File: config.mk
export PLATFORM = sky130hd
export DESIGN_NAME = vga_fb_scheduler
export DESIGN_NICKNAME = d
export VERILOG_FILES = /design/src/rtl/vga_fb_scheduler_pkg.sv /design/src/rtl/vga_fb_scheduler_pix_pipe.sv /design/src/rtl/vga_fb_scheduler.sv
export SDC_FILE = /design/constraint.sdc
export NUM_CORES = 1
export LEC_CHECK = 0
export BUFFER_PORTS_ARGS = -buffer_cell sky130_fd_sc_hd__buf_2
export CORE_MARGIN = 4
export CORE_UTILIZATION = 43
export DETAILED_ROUTE_END_ITERATION = 7
export PLACE_DENSITY_LB_ADDON = 0.05
export SLEW_MARGIN = 25
export SYNTH_ARGS = -nofsm -noshare
export SYNTH_HDL_FRONTEND = slang
export SYNTH_HIERARCHICAL = 1
export SYNTH_SLANG_ARGS = --single-unit
File: constraint.sdc
create_clock -name clk -period 2.7 [get_ports clk]
set_clock_uncertainty 0.05 [all_clocks]
set_input_delay 0.135 -clock clk [delete_from_list [all_inputs] [get_ports clk]]
set_output_delay 0.135 -clock clk [all_outputs]
set_load 0.005 [all_outputs]
File: src/rtl/vga_fb_scheduler_pkg.sv
// Shared constants and types for the VGA framebuffer scheduler.
package vga_pkg;

  // Default visible raster size.
  localparam int H_ACTIVE_DEF = 640;
  localparam int V_ACTIVE_DEF = 480;

  // Framebuffer word holds one {R,G,B} pixel.
  localparam int COLOR_W = 24;

  // Scheduler state: wait for the first start-of-frame, then scan out.
  typedef enum logic {
    SYNC_WAIT = 1'b0,
    RUN       = 1'b1
  } state_e;

endpackage

File: src/rtl/vga_fb_scheduler_pix_pipe.sv
// Two-stage pixel return pipe: stage 1 remembers what kind of slot was
// issued while the RAM produces data, stage 2 registers the DAC colour.
module vga_pix_pipe
  import vga_pkg::*;
(
  input  logic               clk,
  input  logic               reset,
  input  logic               pix_en,
  input  logic               rd_issue,
  input  logic               last,
  input  logic [COLOR_W-1:0] mem_rdata,
  output logic [7:0]         R,
  output logic [7:0]         G,
  output logic [7:0]         B,
  output logic               frame_done
);

  logic               s1_valid_q;
  logic               s1_rd_q;
  logic               s1_last_q;
  logic [COLOR_W-1:0] rgb_q;
  logic [COLOR_W-1:0] rgb_d;
  logic               frame_done_q;

  // Next colour: fetched word for a real read, black for blank or unsynced slots.
  always_comb begin
    rgb_d = rgb_q;
    if (s1_valid_q) begin
      rgb_d = s1_rd_q ? mem_rdata : '0;
    end
  end

  // Pipe registers; colour holds between pixel strobes.
  always_ff @(posedge clk or posedge reset) begin
    if (reset) begin
      s1_valid_q   <= 1'b0;
      s1_rd_q      <= 1'b0;
      s1_last_q    <= 1'b0;
      rgb_q        <= '0;
      frame_done_q <= 1'b0;
    end else begin
      s1_valid_q   <= pix_en;
      s1_rd_q      <= rd_issue;
      s1_last_q    <= last;
      rgb_q        <= rgb_d;
      frame_done_q <= s1_valid_q && s1_last_q;
    end
  end

  assign R          = rgb_q[23:16];
  assign G          = rgb_q[15:8];
  assign B          = rgb_q[7:0];
  assign frame_done = frame_done_q;

endmodule

File: src/rtl/vga_fb_scheduler.sv
// Time-shares a single-port framebuffer RAM between VGA scanout reads
// (one per active pixel strobe) and a valid/ready drawing writer.
module vga_fb_scheduler
  import vga_pkg::*;
#(
  parameter int N        = 15,
  parameter int H_ACTIVE = H_ACTIVE_DEF,
  parameter int V_ACTIVE = V_ACTIVE_DEF,
  parameter int ADDR_W   = 19
) (
  input  logic               clk,
  input  logic               reset,
  input  logic               pix_en,
  input  logic [N:0]         horiz_count,
  input  logic [N:0]         vert_count,
  input  logic               wr_valid,
  input  logic [ADDR_W-1:0]  wr_addr,
  input  logic [COLOR_W-1:0] wr_data,
  output logic               wr_ready,
  output logic               mem_en,
  output logic               mem_we,
  output logic [ADDR_W-1:0]  mem_addr,
  output logic [COLOR_W-1:0] mem_wdata,
  input  logic [COLOR_W-1:0] mem_rdata,
  output logic [7:0]         R,
  output logic [7:0]         G,
  output logic [7:0]         B,
  output logic               frame_done
);

  localparam logic [N:0]        H_LIM    = (N+1)'(H_ACTIVE);
  localparam logic [N:0]        V_LIM    = (N+1)'(V_ACTIVE);
  localparam logic [N:0]        H_LAST   = (N+1)'(H_ACTIVE - 1);
  localparam logic [N:0]        V_LAST   = (N+1)'(V_ACTIVE - 1);
  localparam logic [ADDR_W-1:0] ADDR_ONE = ADDR_W'(1);

  state_e              state_q;
  logic [ADDR_W-1:0]   disp_addr_q;
  logic [ADDR_W-1:0]   disp_addr_d;
  logic [ADDR_W-1:0]   rd_addr;
  logic                active;
  logic                sof;
  logic                disp_slot;
  logic                last_pix;

  // Slot arbitration: display read wins on an active strobe, writer gets the rest.
  always_comb begin
    // NOTE: every signal driven here gets a default first, so no path infers a latch.
    active    = (horiz_count < H_LIM) && (vert_count < V_LIM);
    sof       = pix_en && (horiz_count == '0) && (vert_count == '0);
    disp_slot = !reset && pix_en && active && ((state_q == RUN) || sof);
    last_pix  = disp_slot && (horiz_count == H_LAST) && (vert_count == V_LAST);
    // Start of frame reloads the address before the read so frames never drift.
    rd_addr     = sof ? '0 : disp_addr_q;
    disp_addr_d = rd_addr + ADDR_ONE;

    wr_ready  = 1'b0;
    mem_en    = 1'b0;
    mem_we    = 1'b0;
    mem_addr  = '0;
    mem_wdata = '0;
    if (disp_slot) begin
      mem_en   = 1'b1;
      mem_addr = rd_addr;
    end else if (!reset) begin
      wr_ready = 1'b1;
      if (wr_valid) begin
        mem_en    = 1'b1;
        mem_we    = 1'b1;
        mem_addr  = wr_addr;
        mem_wdata = wr_data;
      end
    end
  end

  // Frame sync state and display address counter.
  always_ff @(posedge clk or posedge reset) begin
    if (reset) begin
      state_q     <= SYNC_WAIT;
      disp_addr_q <= '0;
    end else begin
      // NOTE: non-blocking assignments keep every register updating from pre-edge values.
      if (sof) begin
        state_q <= RUN;
      end
      if (disp_slot) begin
        disp_addr_q <= disp_addr_d;
      end
    end
  end

  vga_pix_pipe u_pix_pipe (
    .clk        (clk),
    .reset      (reset),
    .pix_en     (pix_en),
    .rd_issue   (disp_slot),
    .last       (last_pix),
    .mem_rdata  (mem_rdata),
    .R          (R),
    .G          (G),
    .B          (B),
    .frame_done (frame_done)
  );

endmodule

# Word-level counts from Yosys, hierarchy flattened
# Index checks and enable logic that the tools add are counted.
# classes
reduce_logical	13
eq_ne	2
n_addsub	1
order_cmp	2
mux	14
# ops
operator	n
$mux W24	4
$mux W19	4
$logic_not A16 Y1	2
$add A19 B1 Y19 const B	1
$eq A16 B10 Y1 const B	1
$eq A16 B9 Y1 const B	1
$lt A16 B10 Y1 const B	1
$lt A16 B9 Y1 const B	1
$logic_and A1 B1 Y1	9
$mux W1	6
$logic_not A1 Y1	1
$logic_or A1 B1 Y1	1
# word_totals
wordCells	39
out_inout_bits	71
regBits	48

# Logic depth before layout (Yosys ltp)
# Gate-level depths: netlist of run 1.
# logic_depth
word_depth	7
mapped_depth	11
depth_no_buf	10

# Hierarchy
# The synthesis of run 1 kept the hierarchy.
# by_module_without_submodules
mod	instances	area_per_inst_um2	seq_area_each_um2	cells_each
vga_fb_scheduler	1	1710.4	500.5	218
vga_pix_pipe	1	974.7	700.7	61

# Worst setup path after synthesis of run 1
# No wires, ideal clock.
# synth_timing
path_kind	input to register
start	input port horiz_count[11]
end	register disp_addr_q[16]
t_arrival_ps	2344
setup_time_ps	125
cell_stages	11
slack_ps	181
cell_sequence	nor4_2 > nand3_1 > or3_1 > clkbuf_1 > and2_1 > ha_1 > nand3_1 > nor3_1 > and3_1 > and3_1 > mux2_2
# synth_between
elab_chain_len	5
word_cells_on_any_way	10
classes_between	1 x add/sub; 1 x order compare; 1 x mux; 7 x reduce/logical
# synth_lines
item	line	rtl
from (decl)	vga_fb_scheduler.sv:14	input logic [N:0] horiz_count,
$logic_not A16 Y1	vga_fb_scheduler.sv:50	sof = pix_en && (horiz_count == '0) && (vert_count == '0);
$logic_and A1 B1 Y1 (2 in a row)	vga_fb_scheduler.sv:50	
$mux W19 / $logic_or A1 B1 Y1 (equally long branches)	vga_fb_scheduler.sv:54, vga_fb_scheduler.sv:51	
$add A19 B1 Y19 / $logic_and A1 B1 Y1 (equally long branches)	vga_fb_scheduler.sv:55, vga_fb_scheduler.sv:51	
to (signal assigned)	vga_fb_scheduler.sv:87	disp_addr_q <= disp_addr_d;
to (decl)	vga_fb_scheduler.sv:38	logic [ADDR_W-1:0] disp_addr_q;
# Several ways; a longest one is shown, not always the timed one.
# A chain may end at the register's enable or synchronous reset.

# Worst setup path after layout of run 1
# layout_timing
start	input port reset
end	output port mem_addr[4]
# layout_between
elab_chain_len	5
word_cells_on_any_way	6
classes_between	2 x mux; 4 x reduce/logical
# layout_lines
item	line	rtl
from (decl)	vga_fb_scheduler.sv:12	input logic reset,
$logic_not A1 Y1 (no line)	--	
$logic_and A1 B1 Y1 (3 in a row)	vga_fb_scheduler.sv:51	disp_slot = !reset && pix_en && active && ((state_q == RUN) || sof);
$mux W19 (*)	vga_fb_scheduler.sv:62	if (disp_slot) begin
to (decl)	vga_fb_scheduler.sv:22	output logic [ADDR_W-1:0] mem_addr,
# Every way passes the cells marked *; elsewhere a longest branch is shown, timed or not.

==> flow_summary.json, run 1 <==
{
  "root_buffer": "clkbuf_8",
  "hold_viol": 0,
  "place_congestion": 0.894,
  "synth_edf_count": 0,
  "crit_start": "reset",
  "dieArea_mm2": 0.00757,
  "syn_area_per_cell_um2": 9.62,
  "final_layout_size_suffix_gt1_frac": 0.437,
  "critPathLaunchType": "input pin",
  "setup_ws_ns": 0.260,
  "ys_seq_area_frac": 0.447,
  "clock-sinks": 48,
  "finalSetupTns_ns": 0,
  "synth_area_mm2": 0.00269,
  "dr.pass1.iters": 4,
  "yosysWarnings": 6,
  "reg2regPathDepth": 7,
  "grtUsageTotal": 0.202,
  "viasPerCell": 5.32,
  "start_util": 0.448,
  "hold_path_depth": 2,
  "synth_cell_types": 35,
  "setup_viol": 0,
  "die_y_um": 87.0,
  "hp-start": "mem_rdata[19]",
  "yosysMostFrequentCell": "dfrtp_1",
  "coreArea_mm2": 0.00599,
  "htreeDepth": 2,
  "finalCritPeriodShare": 0.904,
  "tritoncts": "done",
  "grt_pass1_wl_um": 12400,
  "overflow": 0,
  "peakVddDrop_v": 0.000253,
  "cts_buffers": 5,
  "post-dp-hpwl_um": 6150,
  "status": "finished, final reports clean",
  "reg2reg_to": "disp_addr_q[18]",
  "grt_max_degree": 45,
  "required_ns": 2.52,
  "crit_type": "input pin to output port",
  "ys.flop_type": "dfrtp_1",
  "vias": 2871,
  "drt-initial-drc-count": 186,
  "min_to": "u_pix_pipe/rgb_q[19]",
  "synthCells": 279,
  "syn_nets": 383,
  "ys_ff_latch": 48,
  "synthTopCellsByCount": "48 x dfrtp_1, 43 x a22o_1, 29 x and2_1",
  "maxCapViolations": 0,
  "drc_errors": 0,
  "synthToLayoutAreaGrowth_pct": 43.4,
  "gr-usage-met3": 0.0388,
  "synth_top_area_share": 0.447,
  "wl_um": 8040,
  "slew_viol_final": 0,
  "clk_pin_slew_ns": 0.09,
  "reg2reg_slack_ns": 0.60,
  "antennaDiodeCount": 0,
  "portBuffers": 173,
  "path_max_fanout": 18,
  "endpoint_kind": "output port",
  "fin_crit_ns": 2.44,
  "final.fill_count": 522,
  "ant_nets": 0,
  "die-width_um": 87.0,
  "leakagePower_uw": 0.00205,
  "gr-usage-met1": 0.265,
  "place_worst_setup_slack_ns": 0.143,
  "insertion_delay_ns": 0.30,
  "synth.area.top_cells": "dfrtp_1 45%, a22o_1 14%, and2_1 6.8%",
  "worst_pin_slew_ns": 0.851,
  "antenna_found_initial": 0,
  "r2r_start": "disp_addr_q[0]",
  "crit_arrival_ns": 2.26,
  "hp-class": "input pin to flop",
  "powerDensity_mw_per_mm2": 375,
  "wl_per_cell_um": 14.9,
  "met2_usage": 0.350,
  "async_reset_ff_frac": 1.00,
  "clock.fmax_mhz": 410,
  "synth_top_area_cell": "dfrtp_1",
  "slew_headroom": 0.433,
  "num_rows": 28,
  "rsz0062_at_grt": "no",
  "busiest_layer": "met2",
  "pin_count": 174,
  "nNetsFinal": 568,
  "clockBufferDepth": 2,
  "grt_pass1_vias": 2616
}
==> cell families (layout without fill, tap and decap cells) <==
| logic type | Yosys count | in the layout | synth area share |
|---|---|---|---|
| buf+inv | 26 | 212 | 0.0503 |
| simple gates | 112 | 112 | 0.245 |
| compound gates | 89 | 89 | 0.240 |
| mux | 3 | 3 | 0.0121 |
| flops | 48 | 48 | 0.447 |
| fa+ha+maj | 1 | 1 | 0.00466 |
==> how the worst max path moves through the flow <==
stage	endpoint	cells after the start	slack, ns
6_report	mem_addr[4]	9	0.26
5_1_grt	mem_addr[16]	9	0.1
2_1_floorplan	disp_addr_q[16]	11	0.18
4_1_cts	mem_addr[3]	9	0.27
3_5_place_dp	disp_addr_q[16]	11	0.14
3_3_place_gp	disp_addr_q[16]	11	0.20
==> metal layers <==
| layer | part of all wire | vias to the layer above |
|---|---|---|
| met5 | 0 | - |
| li1 | - | 1425 |
| met1 | 0.42 | 1313 |
| met2 | 0.49 | 125 |
| met4 | 0.0083 | 0 |
| met3 | 0.085 | 8 |
==> critical path, stage by stage <==
cell and delay (ns):
dlygate4sd3_1 0.53, buf_2 0.14, inv_1 0.07, nand2_1 0.07, or3_1 0.54, nor3_4 0.21
buf_4 0.26, a22o_1 0.18, buf_2 0.11
==> registers in the layout (all words and copies together) (netlist names) <==
register and cells:
disp_addr_q 19, u_pix_pipe/rgb_q 24, u_pix_pipe/s1_rd_q 1, state_q 1, u_pix_pipe/s1_last_q 1, u_pix_pipe/s1_valid_q 1
u_pix_pipe/frame_done 1
==> where the power goes <==
| group | total, uW | leakage (uW) | internal, uW | switching [uW] |
|---|---|---|---|---|
| clock network | 546 | 0.0000614 | 303 | 243 |
| registers | 719 | 0.000632 | 719 | 0.467 |
| logic | 177 | 0.00136 | 97.7 | 79.0 |
| total | 1440 | 0.00205 | 1120 | 323 |
==> layout by cell type (no fill, tap or decap), types with 2 or more instances in the layout <==
cell type      Yosys  layout
and3_1             5       5
inv_1             10       9
clkbuf_8           0       6
nand4_1            9       9
or4_1              4       4
nor3_1             6       6
a32o_1             2       2
o21ai_0           22      22
nand2_1           14      14
or3_1              4       4
dlygate4sd3_1      0       8
buf_2              3     173
nand3_1           18      18
mux2_2             2       2
nor4_1             8       8
and2_1            29      29
nor2_1             9       9
buf_4              1      13
and4_1             2       2
a21boi_0           2       2
o31ai_1            2       2
a22o_1            43      43
a21oi_1           13      12
dfrtp_1           48      48
==> metrics by stage <==
stage | util | total power [uW] | cell area (um2) | cells | hold WS (ns)
floorplan | - | 791 | 2690 | 279 | 0.0654
global route | 0.643 | 1510 | 3850 | 540 | 0.0000671
global placement | 0.609 | 901 | 3650 | 524 | 0.196
detailed placement | 0.609 | 904 | 3650 | 524 | 0.198
CTS | 0.641 | 1460 | 3840 | 539 | 0.00173
finish | 0.643 | 1440 | 3850 | 540 | 0.00617
==> what timing repair did <==
action                    in CTS  in global routing
setup buffers                  0                  0
hold endpoints to repair      26                  1
hold buffers                   7                  1
resized for setup              0                  0
==> layout make-up <==
type,instances,area (um2),share of cell area
tap,75,93.8,0.0244
clock buffer,6,82.6,0.0214
sequential,48,1200,0.312
multi-input combinational,205,1350,0.351
inverter,10,37.5,0.00975
timing repair buffer,194,1040,0.271
clock inverter,2,38.8,0.0101
Note: power is estimated with default switching activity, not from simulation.
==> run 2, diff against run 1 <==
--- a/config.mk
+++ b/config.mk
@@ -6,8 +6,9 @@
 export NUM_CORES = 1
 export LEC_CHECK = 0
 export BUFFER_PORTS_ARGS = -buffer_cell sky130_fd_sc_hd__buf_2
-export CORE_MARGIN = 4
-export CORE_UTILIZATION = 43
+export CORE_MARGIN = 3
+export CORE_UTILIZATION = 44
+export CTS_BUF_LIST = sky130_fd_sc_hd__clkbuf_8
 export DETAILED_ROUTE_END_ITERATION = 7
 export PLACE_DENSITY_LB_ADDON = 0.05
 export SLEW_MARGIN = 25
==> run 2 against run 1 <==
Maximum frequency decreased by 2.5%. Routed wire length increased by 11%. Clock power down 24%. Sequential power about the same. Critical path type unchanged. Critical endpoint is now mem_addr[2]. Largest cell class unchanged. Largest power group unchanged.
==> flow_summary.json, run 2 (synthesis gave the netlist of run 1 again) <==
{
  "die-width_um": 84.1,
  "final_layout_size_suffix_gt1_frac": 0.424,
  "htreeDepth": 2,
  "grt_pass1_wl_um": 14700,
  "dieArea_mm2": 0.00708,
  "reg2regPathDepth": 7,
  "place_worst_setup_slack_ns": 0.0723,
  "vias": 3047,
  "root_buffer": "clkbuf_8",
  "start_util": 0.470,
  "fin_crit_ns": 2.50,
  "clock-sinks": 48,
  "hold_path_depth": 2,
  "overflow": 0,
  "ant_nets": 0,
  "tritoncts": "done",
  "endpoint_kind": "output port",
  "num_rows": 27,
  "hp-class": "input pin to flop",
  "largest_reg_flops": 24,
  "wl_per_cell_um": 16.3,
  "crit_arrival_ns": 2.32,
  "largest-register": "u_pix_pipe/rgb_q",
  "clk_pin_slew_ns": 0.09,
  "clockBufferDepth": 2,
  "rsz0062_at_grt": "no",
  "dr.pass1.iters": 5,
  "drc_errors": 0,
  "powerDensity_mw_per_mm2": 339,
  "portBuffers": 173,
  "slew_viol_final": 0,
  "final_common_cell": "buf_2",
  "die_y_um": 84.1,
  "fin_util": 0.685,
  "maxCapViolations": 0,
  "cts_hold_repair.buffers": 19,
  "required_ns": 2.52,
  "cts_setup_buffers": 0,
  "insertion_delay_ns": 0.30,
  "setup_viol": 0,
  "status": "finished, final reports clean",
  "worst_pin_slew_ns": 0.890,
  "synthToLayoutAreaGrowth_pct": 45.6,
  "post-dp-hpwl_um": 6710,
  "nNetsFinal": 578,
  "wl_um": 8900,
  "leakagePower_uw": 0.00207,
  "peakVddDrop_v": 0.000316,
  "largestRegisters": "u_pix_pipe/rgb_q: 24 flops, disp_addr_q: 19 flops",
  "drt-initial-drc-count": 160,
  "path_max_fanout": 9,
  "cts_buffers": 5,
  "final_cell_mix": "173 x buf_2, 48 x dfrtp_1, 43 x a22o_1",
  "place_congestion": 0.856,
  "critPathLaunchType": "input pin",
  "finalCritPeriodShare": 0.927,
  "viasPerCell": 5.58,
  "hold_viol": 0,
  "clock.fmax_mhz": 400,
  "slew_headroom": 0.406,
  "antenna_found_initial": 0,
  "antennaDiodeCount": 0,
  "crit_type": "input pin to output port",
  "coreArea_mm2": 0.00571,
  "finalSetupTns_ns": 0,
  "setup_ws_ns": 0.198,
  "cts_resized": 0,
  "grt_max_degree": 45,
  "grtUsageTotal": 0.256,
  "grt_pass1_vias": 3114,
  "pin_count": 174
}
## run 2: changes by cell type in the layout (fill, tap and decap cells not counted)
cell,previous run,this run
dlygate4sd3_1,8,19
buf_4,13,12
bufinv_16,1,0
clkbuf_8,6,5
clkinv_2,0,1
clkinv_4,1,0
clkinvlp_4,0,1
## run 2: routing by layer
metal / vias to the layer above / share of wire / wire length [um] / GRT usage
li1: 1442 / - / - / -
met1: 1446 / 0.41 / 3630 / 0.336
met2: 153 / 0.51 / 4500 / 0.438
met3: 6 / 0.079 / 701 / 0.0494
met4: 0 / 0.0074 / 66 / 0.0541
met5: - / 0 / 0 / 0
## run 2: area by class of cell
class | count | area [um2]
fill | 480 | 1800
clock inverter | 2 | 12.5
sequential | 48 | 1200
inverter | 10 | 37.5
multi-input combinational | 205 | 1350
timing repair buffer | 204 | 1150
clock buffer | 5 | 68.8
tap | 72 | 90.1
## run 2: worst paths after layout
| kind | endpoint | slack, ns | startpoint |
|---|---|---|---|
| max in group asynchronous | u_pix_pipe/rgb_q[14] | 1.80 | reset |
| worst max register to register | disp_addr_q[18] | 0.53 | disp_addr_q[0] |
| min in group asynchronous | u_pix_pipe/rgb_q[4] | 0.42 | reset |
| worst min register to register | u_pix_pipe/frame_done | 0.42 | u_pix_pipe/s1_last_q |
| worst max-delay path | mem_addr[2] | 0.20 | pix_en |
| worst min-delay path | u_pix_pipe/rgb_q[6] | 0.01 | mem_rdata[6] |
## run 2: metrics by stage
step / total power, uW / hold slack (ns) / instances / cell area, um2
2_1_floorplan: 791 / 0.0654 / 279 / 2690
3_3_place_gp: 904 / 0.188 / 520 / 3640
3_5_place_dp: 906 / 0.189 / 520 / 3640
4_1_cts: 1340 / 0.00262 / 546 / 3910
5_1_grt: 1390 / 0.00109 / 546 / 3910
6_report: 1330 / 0.0107 / 546 / 3910
## run 2: where the power goes
part | internal, uW | leakage (uW) | switching (uW)
Clock | 176 | 0.0000400 | 238
Combinational | 108 | 0.00140 | 85.1
Sequential | 719 | 0.000632 | 0.504
## run 2: critical path: stages
cell,delay (ns)
dlygate4sd3_1,0.52
buf_2,0.12
nand3_2,0.07
buf_4,0.16
or3_1,0.54
nor2_1,0.41
a32o_1,0.25
buf_2,0.12
